$ cat config.mk
export PLATFORM = sky130hd
export DESIGN_NAME = vector_sweep_ctrl
export DESIGN_NICKNAME = d
export VERILOG_FILES = /design/src/rtl/vector_sweep_ctrl.sv
export SDC_FILE = /design/constraint.sdc
export NUM_CORES = 1
export LEC_CHECK = 0
export CAP_MARGIN = 30
export CORE_MARGIN = 10
export CORE_UTILIZATION = 52
export DETAILED_ROUTE_END_ITERATION = 12
export PLACE_DENSITY = 0.84
export RECOVER_POWER = 50
export SLEW_MARGIN = 20
export SYNTH_ARGS = -nofsm -noshare
export SYNTH_HDL_FRONTEND = slang
export SYNTH_SLANG_ARGS = --single-unit
$ cat constraint.sdc
create_clock -name clk -period 3.09 [get_ports clk]
set_input_delay 0.618 -clock clk [delete_from_list [all_inputs] [get_ports clk]]
set_output_delay 0.618 -clock clk [all_outputs]
set_load 0.05 [all_outputs]
$ cat src/rtl/vector_sweep_ctrl.sv
// vector_sweep_ctrl
//   Walks an AW-bit stimulus vector from 0 up to all-ones. Each vector is
//   held for SETTLE cycles. The response y is then folded into a 32-bit
//   LFSR-style signature during one CAPTURE cycle.
//
// Ports
//   clk    : sole clock, rising edge
//   rst_n  : asynchronous active-low reset
//   start  : sweep request, only honoured in IDLE (abort has priority)
//   abort  : cancels a running sweep; sig/count freeze at pre-abort values
//   a      : stimulus to the expression under test
//   y      : response from the expression under test, zero-extended
//   busy   : high in SETTLE and CAPTURE (registered state decode)
//   done   : one-cycle pulse when the sweep completes
//   sig    : response signature
//   count  : vectors captured in the current or last sweep
module vector_sweep_ctrl #(
    parameter int AW     = 4,
    parameter int YW     = 8,
    parameter int SETTLE = 1
) (
    input  logic          clk,
    input  logic          rst_n,
    input  logic          start,
    input  logic          abort,
    output logic [AW-1:0] a,
    input  logic [YW-1:0] y,
    output logic          busy,
    output logic          done,
    output logic [31:0]   sig,
    output logic [AW:0]   count
);

    typedef enum logic [1:0] {S_IDLE, S_SETTLE, S_CAPTURE, S_DONE} state_t;

    localparam logic [3:0] STL_LAST = 4'(SETTLE - 1);

    state_t        state_q, state_d;
    logic [AW-1:0] a_q, a_d;
    logic [31:0]   sig_q, sig_d;
    logic [AW:0]   cnt_q, cnt_d;
    logic [3:0]    stl_q, stl_d;

    logic [31:0]   y_ext;
    logic [31:0]   sig_upd;

    // Unsigned cast: y is always zero-extended into the signature.
    assign y_ext   = 32'(y);
    assign sig_upd = {sig_q[30:0], sig_q[31] ^ sig_q[21] ^ sig_q[1] ^ sig_q[0]} ^ y_ext;

    always_ff @(posedge clk or negedge rst_n) begin
        if (!rst_n) begin
            state_q <= S_IDLE;
            a_q     <= '0;
            sig_q   <= '0;
            cnt_q   <= '0;
            stl_q   <= '0;
        end else begin
            state_q <= state_d;
            a_q     <= a_d;
            sig_q   <= sig_d;
            cnt_q   <= cnt_d;
            stl_q   <= stl_d;
        end
    end

    always_comb begin
        state_d = state_q;
        a_d     = a_q;
        sig_d   = sig_q;
        cnt_d   = cnt_q;
        stl_d   = stl_q;
        case (state_q)
            S_IDLE: begin
                if (start && !abort) begin
                    a_d     = '0;
                    sig_d   = '0;
                    cnt_d   = '0;
                    stl_d   = '0;
                    state_d = S_SETTLE;
                end
            end
            S_SETTLE: begin
                if (abort) begin
                    state_d = S_IDLE;
                end else if (stl_q == STL_LAST) begin
                    state_d = S_CAPTURE;
                end else begin
                    stl_d = stl_q + 1'b1;
                end
            end
            S_CAPTURE: begin
                // Abort wins over the capture: signature and count stay put.
                if (abort) begin
                    state_d = S_IDLE;
                end else begin
                    sig_d = sig_upd;
                    cnt_d = cnt_q + 1'b1;
                    if (a_q == '1) begin
                        state_d = S_DONE;
                    end else begin
                        a_d     = a_q + 1'b1;
                        stl_d   = '0;
                        state_d = S_SETTLE;
                    end
                end
            end
            S_DONE: begin
                state_d = S_IDLE;
            end
            default: begin
                state_d = S_IDLE;
            end
        endcase
    end

    assign a     = a_q;
    assign sig   = sig_q;
    assign count = cnt_q;
    assign busy  = (state_q == S_SETTLE) || (state_q == S_CAPTURE);
    assign done  = (state_q == S_DONE);

endmodule

==> metrics.txt, run 1 <==
All-Layer GR Usage=0.147; RSZ-0062 raised after global routing=false; IO buf count=between 50 and 60; leakage=0.00126 uW; power density cells=a little over 700 nW/um^2; most frequent cells in the layout=47 x dfrtp_1, 37 x clkdlybuf4s50_1, 26 x a22o_1; CTS H-tree lvls=2; Clock Tree Buf Depth=2; # IOs=55; syn_area_per_cell=11.5 sq um; first drt pass iteration count=4; status=finished, violations left; Worst-Margin Slew=1.71 ns; CP startpoint kind=flip-flop; Routed wire per std cell=between 15 and 20 um; post-synth cell types=37; net count of the mapped netlist=approximately 210; multiplexer share of the synthesized area=0.0145; Buffers & Inverters on Critical Path=2; Setup Buffers After CTS=0; WP data required=2.47 ns; commonest non-fill, non-tap cell in the layout=dfrtp_1; total gr overflow=0; initial antenna violation count=0; post-route setup TNS=0 ns; worst reg2reg startpoint=state_q[1]; reg-to-reg slack, setup=0.76 ns; DIE HEIGHT=84.4 um; r2r endpoint=sig[2]; register area share after synthesis=0.546; simple logic cell fraction of the synthesized area=0.107; area delta synth->final=31.6%; largest net degree at the start of global routing=37; die area=about 7100 sq um; vias per inst=5.63; Post-Syn Area=around 2200 sq um; # rows=23; R2R cell count=7; HPWL Detailed=between 3000 and 4000 um; fmax=between 0.3 and 0.4 GHz; crit-path max FO=5; drc violations=0; Core Footprint=4000 sq um; CP max stage cell=clkdlybuf4s50_1; HP Class=in -> async; final period utilization=0.816; vias in the first global route=1,777; Crit path max-delay family=buffers and inverters; Hold Violations, Final=0; xor/xnor share of the synthesized area=0.0407; fraction of layout cells with a size suffix above 1=0.0576; Max VDD drop=379 uV; Sink Count=47; failing checks=capacitance limit, slew limit; Root Buffer=clkbuf_8; Die Width=84.4 um; post-synthesis compound-gate area fraction=0.205; clock period minus worst slack=2.52 ns; Yosys warning total=0; CTS tree=done; RePlAce Congestion=0.847; antenna viol nets, final=0; CP max stage delay=0.79 ns; max_slew headroom=-0.140; routed vias=1,651; flops & latches, synth=47; count of final max-slew check failures=35; WL final=approximately 5000 um; MaxCap Viol Count=1; later-pin clock latency in the skew report=0.30 ns; Initial Utilization=0.539; Clock Pin Slew Worst Setup and Hold Paths=roughly 0.090 ns; Post-layout nets=263; post-CTS sizing=0; worst-path cell chain=inv_1 -> ha_1 -> clkdlybuf4s50_1; Synth Area in Adders=0.0523; first-pass GRT wire length=8870 um; Worst setup EP type=output pin; CP arrival=about 1.9 ns; hold bufs inserted after CTS=0; clk_skew=~0.0084 ns; largest family of logic cells by synthesized area=compound AO/OA/AOI/OAI gates; TritonCTS buffer count=5; ANT cells=0; Initial DRC Count=90; critical path type=reg -> out; post-synthesis cell count=188; final setup fails=0; Total Power=2040 uW
## Yosys cell counts
master	instances	area [sq um]
o41a_2	1	12.5
nand3b_1	1	7.51
o32ai_1	1	8.76
a2111o_1	1	11.3
nor3_1	1	5.00
a22o_1	26	228
inv_1	7	26.3
or4b_1	1	10.0
nand2b_1	3	18.8
dfrtp_1	47	1180
o31ai_1	7	52.6
o21ai_0	12	60.1
a2bb2oi_1	1	8.76
clkbuf_1	3	11.3
xnor2_1	10	87.6
ha_1	9	113
nor4_1	2	12.5
buf_6	1	11.3
a31oi_1	1	6.26
nand4b_1	1	8.76
nand2b_4	1	13.8
nand4_1	1	6.26
mux2i_1	2	20.0
nor2b_1	2	12.5
and4_1	1	8.76
nor2_1	3	11.3
nand2_1	16	60.1
a21oi_1	6	30.0
a32o_1	1	10.0
nor3b_1	2	15.0
or2_2	1	6.26
o21a_1	1	7.51
buf_2	2	10.0
o22ai_1	1	6.26
nand3_1	7	35.0
buf_1	4	15.0
mux2_2	1	11.3
## worst register-to-register path: stages (launching register included)
cell     delay (ns)
dfrtp_1        0.44
inv_1          0.12
ha_1           0.28
mux2i_1        0.35
or2_2          0.60
buf_4          0.31
nand2_1        0.07
o31ai_1        0.06
## layer usage
metal	global-route usage	up-vias	wire, um
met5	0	-	0
met4	0.0404	0	55
met3	0.0831	5	523
met2	0.220	45	2230
met1	0.178	810	2210
li1	-	791	-
## power by group
group	switching [uW]	internal (uW)
clock	203	262
sequential	76.2	681
combinational	540	276
## worst max path at each step
stage / from / endpoint / slack, ns / cells past startpoint
2_1_floorplan: a[0] / stl_q[3] / 0.98 / 5
3_3_place_gp: abort / stl_q[3] / 0.53 / 5
3_5_place_dp: abort / stl_q[3] / 0.52 / 5
4_1_cts: state_q[1] / busy / 0.55 / 3
5_1_grt: rst_n / a[1] / 0.25 / 2
6_report: state_q[1] / busy / 0.57 / 3
## layout make-up
type	instances	area, sq um
clock buffers	6	82.6
clock inverters	2	35.0
fillers	288	1160
inverters	7	26.3
multi-input cells	124	902
flip-flops and latches	47	1180
well taps	50	62.6
repair buffers	57	551
## cells by family (layout without fill, tap and decap cells)
| kind of cell | Yosys count | count (layout) |
|---|---|---|
| AO/OA/AOI/OAI | 59 | 59 |
| XOR/XNOR | 10 | 10 |
| adder cells (fa/ha/maj) | 9 | 9 |
| buffers and inverters | 17 | 72 |
| flip-flops | 47 | 47 |
| multiplexers | 3 | 3 |
| AND/OR/NAND/NOR | 43 | 43 |
## per-stage QoR
step,cell area (sq um),setup WS [ns],hold WS [ns],std cells,utilization
floorplan,2150,0.979,0.322,188,-
global placement,2730,0.531,0.496,284,0.681
detailed placement,2750,0.520,0.502,285,0.686
CTS,2860,0.546,0.212,293,0.716
global route,2840,0.251,0.385,293,0.709
finish,2840,0.567,0.341,293,0.709
## registers in the layout, indices dropped and copies added (netlist names)
register,count
sig,32
count,5
a,4
stl_q,4
state_q,2
No activity file was read; power rests on OpenSTA's default activity.
==> run 2, diff against run 1 <==
- CORE_UTILIZATION: 52 -> 44
- PLACE_DENSITY: 0.84 -> 0.76
- clock period: 3.09 -> 2.3 ns (I/O delays scaled with it)
==> run 2 against run 1 <==
Against the previous run: the run now ends clean; clock skew is 0.0041 ns lower; highest routed layer unchanged; critical path depth is 2 lower; non-clock buffer count is 6 higher; critical path type unchanged; design area is 1.2% higher; hold slack better by 0.13 ns; die area is 14% higher.
==> metrics.txt, run 2 (synthesis gave the netlist of run 1 again) <==
status=finished clean (was finished, violations left); Clock Pin Slew Worst Setup and Hold Paths=0.08 ns (was 0.09 ns); # rows=25 (was 23); vias per inst=5.30 (was 5.63); antenna viol nets, final=0 (unchanged); MaxCap Viol Count=0 (was 1); CP arrival=1.59 ns (was 1.90 ns); internal power=1520 uW (was 1220 uW); Worst-Margin Slew=1.17 ns (was 1.71 ns); WP data required=1.84 ns (was 2.47 ns); Die Width=90.0 um (was 84.4 um); Setup Buffers After CTS=0 (unchanged); CP startpoint kind=flip-flop (unchanged); final cell count without fillers=316 (was 293); die area=8100 sq um (was 7120 sq um); Sw Ratio=0.421 (was 0.402); Psw=1100 uW (was 820 uW); first-pass GRT wire length=8590 um (was 8870 um); power density cells=913 nW/um^2 (was 719 nW/um^2); HP Class=in -> async (unchanged); Sink Count=47 (unchanged); later-pin clock latency in the skew report=0.30 ns (about the same); Crit path max-delay family=buffers and inverters (unchanged); Worst setup EP type=output pin (unchanged); commonest non-fill, non-tap cell in the layout=dfrtp_1 (unchanged); fraction of layout cells with a size suffix above 1=0.0763 (was 0.0576); drc violations=0 (unchanged); TritonCTS buffer count=5 (unchanged); first drt pass iteration count=4 (unchanged); Max VDD drop=413 uV (was 379 uV); worst-path cell chain=clkdlybuf4s50_1 (was inv_1 -> ha_1 -> clkdlybuf4s50_1); critical path type=reg -> out (unchanged); fill count=400 (was 288); ANT cells=0 (unchanged); Buffers & Inverters on Critical Path=1 (was 2); CTS tree=done (unchanged); total gr overflow=0 (unchanged); Initial Utilization=0.456 (was 0.539); clk_skew=0.00431 ns (was 0.00840 ns); clock period minus worst slack=between 2 and 2.5 ns; Routed wire per std cell=16.1 um (was 17.1 um); RSZ-0062 raised after global routing=false (unchanged); most frequent cells in the layout=47 x dfrtp_1, 37 x clkdlybuf4s50_1, 26 x a22o_1 (unchanged); Post-layout nets=269 (was 263); RePlAce Congestion=0.823 (was 0.847); Hold Violations, Final=0 (unchanged); routed vias=1,674 (was 1,651); final period utilization=0.891; max reg flops=32 (unchanged); Root Buffer=clkbuf_8 (unchanged); Comb power frac=0.430 (was 0.400); largest net degree at the start of global routing=48 (was 37); sequential share of power=0.386 (was 0.371); vias in the first global route=1,747 (was 1,777); All-Layer GR Usage=0.127 (was 0.147); area delta synth->final=33.2% (was 31.6%); # IOs=55 (unchanged); Placed Instances=308 (was 285); Clock Tree Buf Depth=2 (unchanged); IO buf count=54 (unchanged); final setup fails=0 (unchanged); DIE HEIGHT=90.0 um (was 84.4 um); leakage=0.00127 uW (was 0.00126 uW); initial antenna violation count=0 (unchanged); CP max stage delay=0.85 ns (was 0.79 ns); WL final=5080 um (was 5020 um); clock network power share=0.184 (was 0.228); max_slew headroom=0.218 (was -0.140); CP max stage cell=clkdlybuf4s50_1 (unchanged); pre-CTS setup slack=0.108 ns (was 0.520 ns); crit-path max FO=4 (was 5); count of final max-slew check failures=0 (was 35); Initial DRC Count=94 (was 90); post-route setup TNS=0 ns (unchanged); final core occ=0.608 (was 0.709); HPWL Detailed=3580 um (was 3490 um); fmax=0.488 GHz; setup ws final=0.250 ns (was 0.567 ns); Core Footprint=4720 sq um (was 4000 sq um); CTS H-tree lvls=2 (unchanged)
==> run 2: changes by cell type in the layout (fill, tap and decap cells not counted), sizes merged <==
cell / change
buf: +6
bufinv: -1
dlygate4sd3: -2
clkbuf: +3
==> run 2: layout make-up <==
class	instances	area [sq um]	area share
Clock buffer	7	76.3	0.0266
Clock inverter	1	5.00	0.00174
Inverter	7	26.3	0.00915
Multi-Input combinational cell	124	910	0.317
Sequential cell	47	1180	0.410
Tap cell	67	83.8	0.0292
Timing Repair Buffer	63	593	0.207
==> run 2: power by group through the flow <==
| stage | clock network [uW] | registers [uW] | logic [uW] |
|---|---|---|---|
| after floorplan | 0 | 1240 | 560 |
| after detailed placement | 0 | 1030 | 1170 |
| final | 482 | 1010 | 1130 |
| after global placement | 0 | 1030 | 1160 |
| after global routing | 532 | 1030 | 1220 |
| after CTS | 492 | 1020 | 1180 |
==> run 2: path summary, 6_finish.rpt <==
kind                            slack (ns)      end  startpoint  cells after the start
worst min register to register        0.52   sig[7]      sig[7]                      2
min in group clk                      0.52   sig[7]      sig[7]                      2
max in group asynchronous             1.12  sig[21]       rst_n                      2
worst max-delay path                  0.25   sig[0]      sig[0]                      1
worst min-delay path                  0.47   sig[5]       rst_n                      2
worst max register to register        0.29   sig[1]  state_q[1]                      6
==> run 2: routing by layer <==
layer  routed length, um  global-route usage  share of wire
met3                 545              0.0773           0.11
met1                2350               0.154           0.46
met5                   0                   0              0
met2                2130               0.185           0.42
met4                  53              0.0358          0.010
==> run 2: stage by stage <==
stage | hold WS [ns] | instance area [sq um] | power, uW
after global routing | 0.550 | 2870 | 2790
after global placement | 0.504 | 2810 | 2190
final | 0.470 | 2870 | 2620
after detailed placement | 0.509 | 2810 | 2210
after floorplan | 0.164 | 2150 | 1800
after CTS | 0.267 | 2890 | 2690
==> run 2: what timing repair did <==
item | 4_1_cts | 5_1_grt
endpoints found under the setup margin | 0 | 1
gates resized for setup | 0 | 1
hold buffers | 0 | 0
